`src/rtl/mem_req_ctrl_pkg.sv`:
```
// Shared types and helpers for the mem_req_ctrl RAM initiator.
package mem_req_ctrl_pkg;

  typedef enum logic [1:0] {
    INIT,
    IDLE,
    RD_WAIT,
    RSP
  } state_t;

  function automatic logic addr_in_range(input int unsigned addr, input int unsigned depth);
    return addr < depth;
  endfunction

endpackage

```
`src/rtl/mem_init_seq.sv`:
```
// Post-reset clear sweep: steps addresses 0..RAM_DEPTH-1 once, one per cycle, and flags busy.
module mem_init_seq #(
  parameter int ADDR_WIDTH = 10,
  parameter int RAM_DEPTH  = 1 << ADDR_WIDTH
) (
  input  logic                  clk,
  input  logic                  reset,
  output logic                  step,
  output logic [ADDR_WIDTH-1:0] addr,
  output logic                  busy
);

  // One extra bit so a full-depth sweep ends at RAM_DEPTH instead of wrapping to 0.
  logic [ADDR_WIDTH:0] count;

  assign step = count < (ADDR_WIDTH + 1)'(RAM_DEPTH);
  assign addr = count[ADDR_WIDTH-1:0];

  always_ff @(posedge clk or posedge reset) begin
    if (reset) begin
      count <= '0;
      busy  <= 1'b0;
    end else begin
      busy <= step;
      if (step) count <= count + (ADDR_WIDTH + 1)'(1);
    end
  end

endmodule

```
`src/rtl/mem_req_ctrl.sv`:
```
// Valid/ready request/response front end for a single-port RAM with 1-cycle registered read.
// Define MEM_REQ_CTRL_INIT_EN to clear the whole RAM after every reset.
module mem_req_ctrl
  import mem_req_ctrl_pkg::*;
#(
  parameter int DATA_WIDTH = 8,
  parameter int ADDR_WIDTH = 10,
  parameter int RAM_DEPTH  = 1 << ADDR_WIDTH
) (
  input  logic                  clk,
  input  logic                  reset,
  input  logic                  req_valid,
  output logic                  req_ready,
  input  logic                  req_write,
  input  logic [ADDR_WIDTH-1:0] req_addr,
  input  logic [DATA_WIDTH-1:0] req_wdata,
  output logic                  rsp_valid,
  input  logic                  rsp_ready,
  output logic [DATA_WIDTH-1:0] rsp_rdata,
  output logic                  busy,
  output logic [ADDR_WIDTH-1:0] mem_addr,
  output logic [DATA_WIDTH-1:0] mem_write_data,
  output logic                  mem_write_enable,
  input  logic [DATA_WIDTH-1:0] mem_read_data
);

  typedef struct packed {
    logic                  write;
    logic [ADDR_WIDTH-1:0] addr;
    logic [DATA_WIDTH-1:0] wdata;
  } req_t;

  req_t   req;
  state_t state;
  logic   req_fire;
  logic   req_in_range;
  logic   rd_launched;
  logic   rd_oob;

  assign req          = '{write: req_write, addr: req_addr, wdata: req_wdata};
  assign req_fire     = req_valid && req_ready;
  assign req_in_range = addr_in_range(32'(req.addr), $unsigned(RAM_DEPTH));

`ifdef MEM_REQ_CTRL_INIT_EN
  localparam state_t RESET_STATE = INIT;

  logic                  init_step;
  logic [ADDR_WIDTH-1:0] init_addr;

  mem_init_seq #(
    .ADDR_WIDTH(ADDR_WIDTH),
    .RAM_DEPTH (RAM_DEPTH)
  ) u_init_seq (
    .clk  (clk),
    .reset(reset),
    .step (init_step),
    .addr (init_addr),
    .busy (busy)
  );
`else
  localparam state_t RESET_STATE = IDLE;

  assign busy = 1'b0;
`endif

  always_ff @(posedge clk or posedge reset) begin
    if (reset) begin
      state            <= RESET_STATE;
      req_ready        <= 1'b0;
      rsp_valid        <= 1'b0;
      rsp_rdata        <= '0;
      mem_addr         <= '0;
      mem_write_data   <= '0;
      mem_write_enable <= 1'b0;
      rd_launched      <= 1'b0;
      rd_oob           <= 1'b0;
    end else begin
      // NOTE: non-blocking default; a later assignment in this block wins, so the enable is a one-cycle pulse.
      mem_write_enable <= 1'b0;
      case (state)
`ifdef MEM_REQ_CTRL_INIT_EN
        INIT: begin
          if (init_step) begin
            mem_addr         <= init_addr;
            mem_write_data   <= '0;
            mem_write_enable <= 1'b1;
          end else begin
            state     <= IDLE;
            req_ready <= 1'b1;
          end
        end
`endif
        IDLE: begin
          req_ready <= 1'b1;
          if (req_fire) begin
            mem_addr       <= req.addr;
            mem_write_data <= req.wdata;
            if (req.write) begin
              mem_write_enable <= req_in_range;
            end else begin
              state       <= RD_WAIT;
              req_ready   <= 1'b0;
              rd_oob      <= !req_in_range;
              rd_launched <= 1'b0;
            end
          end
        end
        // First edge lets the RAM register the address; the second captures its output.
        RD_WAIT: begin
          if (!rd_launched) begin
            rd_launched <= 1'b1;
          end else begin
            rsp_rdata <= rd_oob ? '0 : mem_read_data;
            rsp_valid <= 1'b1;
            state     <= RSP;
          end
        end
        RSP: begin
          if (rsp_ready) begin
            rsp_valid <= 1'b0;
            req_ready <= 1'b1;
            state     <= IDLE;
          end
        end
        default: state <= RESET_STATE;
      endcase
    end
  end

endmodule
```
`config.mk`:
```
export PLATFORM = sky130hd
export DESIGN_NAME = mem_req_ctrl
export DESIGN_NICKNAME = d
export VERILOG_FILES = /design/src/rtl/mem_req_ctrl_pkg.sv /design/src/rtl/mem_init_seq.sv /design/src/rtl/mem_req_ctrl.sv
export SDC_FILE = /design/constraint.sdc
export NUM_CORES = 1
export LEC_CHECK = 0
export ABC_AREA = 1
export CAP_MARGIN = 15
export CORE_MARGIN = 4
export CORE_UTILIZATION = 42
export CTS_CLUSTER_DIAMETER = 40
export DETAILED_ROUTE_END_ITERATION = 8
export PLACE_DENSITY = 0.79
export SLEW_MARGIN = 30
export SYNTH_ARGS = -nofsm -noshare
export SYNTH_HDL_FRONTEND = slang
export SYNTH_HIERARCHICAL = 1
export SYNTH_SLANG_ARGS = --single-unit
```
`constraint.sdc`:
```
create_clock -name clk -period 1.75 [get_ports clk]
set_input_delay 0.35 -clock clk [delete_from_list [all_inputs] [get_ports clk]]
set_output_delay 0.35 -clock clk [all_outputs]
set_load 0.005 [all_outputs]
```
==> results by stage <==
Critical path:
- The critical register-to-register path endpoint is state[1].
- For this design, the slowest cell found on the critical path is clkdlybuf4s50_1.
- The number of cell instances on the worst register-to-register path is 8.
- The launching point of the worst reg2reg path is state[0].
- The category of the worst setup path launch point is a flip-flop.
- The required time of the critical path is 1.40 ns.
- Of all nets on the critical path, the largest fanout is 4.
- The arrival time of the worst setup path is 1.29 ns.
- The critical path start-end classification is reg -> out.
- Across all register-to-register paths, the minimum setup slack is 0.29 ns.
- The top cell family by delay on the critical path is buffers and inverters.
- Counting both buffers and inverters, the worst setup path holds a total of 1.
- Traced cell by cell, the critical path runs through clkdlybuf4s50_1.
- The type of destination of the critical path is a primary output.
- The critical path's largest stage delay is 0.53 ns.

Synth:
- The commonest register cell after synthesis is dfrtp_1.
- The number of nets in the synthesized netlist is 193.
- The cell type with the highest aggregate area in the netlist is dfrtp_1.
- The async set-reset flop share out of synthesis is 100%.
- By area the synthesized netlist is led by dfrtp_1 53%, nand2_1 12%, o21ai_2 11%.
- The count of flip-flops with a built-in enable after synthesis is 0.
- The fraction of post-synthesis cell area in the top cell type by area is 52.6%.
- The synthesized netlist cell count is 158.
- The mean post-synth cell area is 9.34 um^2.
- Counting flops and latches in the post-synthesis netlist gives 32.
- The commonest cells after synthesis are 48 x nand2_1, 31 x dfrtp_1, 27 x inv_1.
- The count of unique library cells instantiated by Yosys is 19.
- The post-synthesis sequential area ratio is 54.4%.
- The most frequent cell after synthesis is nand2_1.
- The post-synthesis cell area is 1480 um^2.
- The number of synthesis warnings is 6.

CTS:
- The maximum buffer depth of the clock tree is 2.
- The root cell of the clock tree is clkbuf_4.
- The clock reaches the later pin of the worst-skew pair after 0.32 ns.
- The depth of the CTS H-tree is 2.
- The number of sinks driven by the clock tree is 32.
- Counting the buffers created by CTS gives 5.
- The cts-stage hold buffer count is 0.
- After clock tree synthesis, the clock-pin slew on the worst setup and hold paths is 0.10 ns.
- The CTS tree is yes.
- Post-CTS repair changed the size of 0 cells.
- The number of setup buffers added after CTS is 0.

Placed design:
- After legalization and detailed placement, the total HPWL measured 2180 um.
- The number of buffers added on ports is 59.
- The instance area after placement is 2110 um^2.
- The cell count after placement is 259.
- The final estimated routing congestion in global placement is 0.729.

Die:
- The floorplan has 21 rows.
- The total die area is 4520 um^2.
- The effective utilization at floorplan is 43.9%.
- During I/O placement, the number of pins put on the boundary was 61.
- The floorplan step set the die width to 67.3 um.
- The die is 67.3 um tall.
- In this run the standard cell core region covers 3360 um^2.

Finish:
- Cells fill 64.2% of the core in the end.
- The layout net count is 255.
- The number of diodes is 0.
- The number of inserted filler cells in the final layout is 311.
- Once layout is complete, the cells apart from fillers number 266.
- The synthesis-to-layout area growth is 46.3%.
- The post-route netlist has 13.6% of its cells at a drive strength greater than 1.
- The area of all placed cells without fillers is 2160 um^2.

Min path:
- The classification of the worst-slack hold path is in -> async.

STA:
- The number of failing hold endpoints at the final stage is 0.
- The aggregate negative setup slack is 0 ns.
- The share of the clock period used by the worst path is 93.9%.
- The number of pins exceeding their max-slew limit in the final report is 0.
- Across the routed clock network, the largest skew measured is 0.00600 ns.
- Setup repair after global routing left no endpoint under its margin.
- On the final layout, the worst hold slack is 0.362 ns.
- For this run, the top clock speed supported by timing is 609 MHz.
- The number of endpoints failing setup at the final stage is 0.
- The final critical path time including I/O delays and setup is 1.64 ns.

Job:
- Max-cap violations in this run came to 0.

Routing:
- Dividing the detail-routed wire length by the instance count gives 11.0 um.
- Summed over all layers, the routed wires come to 2920 um.
- The pre-antenna-repair detailed-routing pass consisted of 4 iterations.
- The final route contains 1186 vias.
- The number of violations reported at the end of detailed-routing iteration 0 is 59.
- The count of nets left with antenna violations once routing finished came out at 0.
- In the routed layout, each cell is associated on average with a via count of 4.46.
- The total DRC errors in the routed layout is 0.

Global routing:
- The number of global-route vias before repair was 1195.
- The first-pass GRT wire length is 5150 um.
- Entering global routing, the biggest net connects 38 pins.
- The global routing usage summed across all routing layers is 15.2%.
- The number of antenna violations at the first check in global routing is 0.
- Global routing finished with a remaining overflow of 0.

Power and ir drop:
- The static leakage is 1.06 nW.
- The worst supply voltage drop on vdd is 780 uV.
- The power density over the cells is 1530 nW/um^2.

Status:
- The flow ran to the end, and the final reports show no timing, DRC or antenna violations.
-- worst min-delay path: stages --
cell	delay, ns
clkdlybuf4s50_1	0.40
inv_1	0.09
buf_12	0.20
-- per-layer routing --
| layer | GRT usage (%) | part of all wire, % | vias to the layer above |
|---|---|---|---|
| li1 | - | - | 610 |
| met1 | 18.5 | 46 | 531 |
| met2 | 24.5 | 44 | 41 |
| met3 | 5.66 | 8.3 | 4 |
| met4 | 5.32 | 1.0 | 0 |
| met5 | 0 | 0 | - |
-- report_power, final --
part / internal (mW) / total [mW] / leakage (nW) / switching, mW
clock: 0.148 / 0.383 / 0.0281 / 0.235
combinational: 0.922 / 1.60 / 0.644 / 0.675
sequential: 1.10 / 1.33 / 0.393 / 0.228
-- metrics by stage --
stage	setup slack (ns)	total power, mW
floorplan	0.361	2.14
global placement	0.316	2.93
detailed placement	0.297	2.97
CTS	0.0814	3.37
global route	0.0278	3.64
finish	0.108	3.31
-- placed cells by master (no fill, tap or decap) --
master	count
clkinv_2	1
or2_1	1
nand2_1	48
nor2_1	1
nor2_2	1
nand3_4	1
or2_0	1
ha_1	4
nand3_1	13
dfrtp_1	31
inv_1	27
buf_12	2
conb_1	1
clkbuf_1	1
clkdlybuf4s50_1	59
o21ai_2	18
o21ai_0	2
a21boi_0	1
nand2_2	1
clkbuf_4	5
dfstp_2	1
-- cell type report --
type / count / area (um^2) / share of cell area [%]
flip-flops and latches: 32 / 802 / 37.2
clock buffers: 6 / 41.3 / 1.91
multi-input cells: 93 / 520 / 24.1
clock inverters: 1 / 5.00 / 0.232
repair buffers: 61 / 631 / 29.2
well taps: 46 / 57.6 / 2.67
inverters: 27 / 101 / 4.70
-- kinds of logic after synthesis --
family,synth area share [%]
simple gates,19.8
other cells,0.254
compound gates,11.9
buf+inv,10.3
fa+ha+maj,3.39
flops,54.4
-- registers in the layout, summed over array words and instances, names as in the netlist --
signal            flops
mem_addr             10
rd_launched           1
state                 2
rsp_valid             1
mem_write_data        8
rsp_rdata             8
req_ready             1
mem_write_enable      1
-- how the worst max path moves through the flow --
stage,depth (start not counted),startpoint,to
after floorplan,6,state[0],rd_launched
after global placement,5,state[0],rd_launched
after detailed placement,8,state[0],state[1]
after CTS,1,req_ready,req_ready
after global routing,1,req_ready,req_ready
final,1,req_ready,req_ready
No activity file was read; power rests on OpenSTA's default activity.
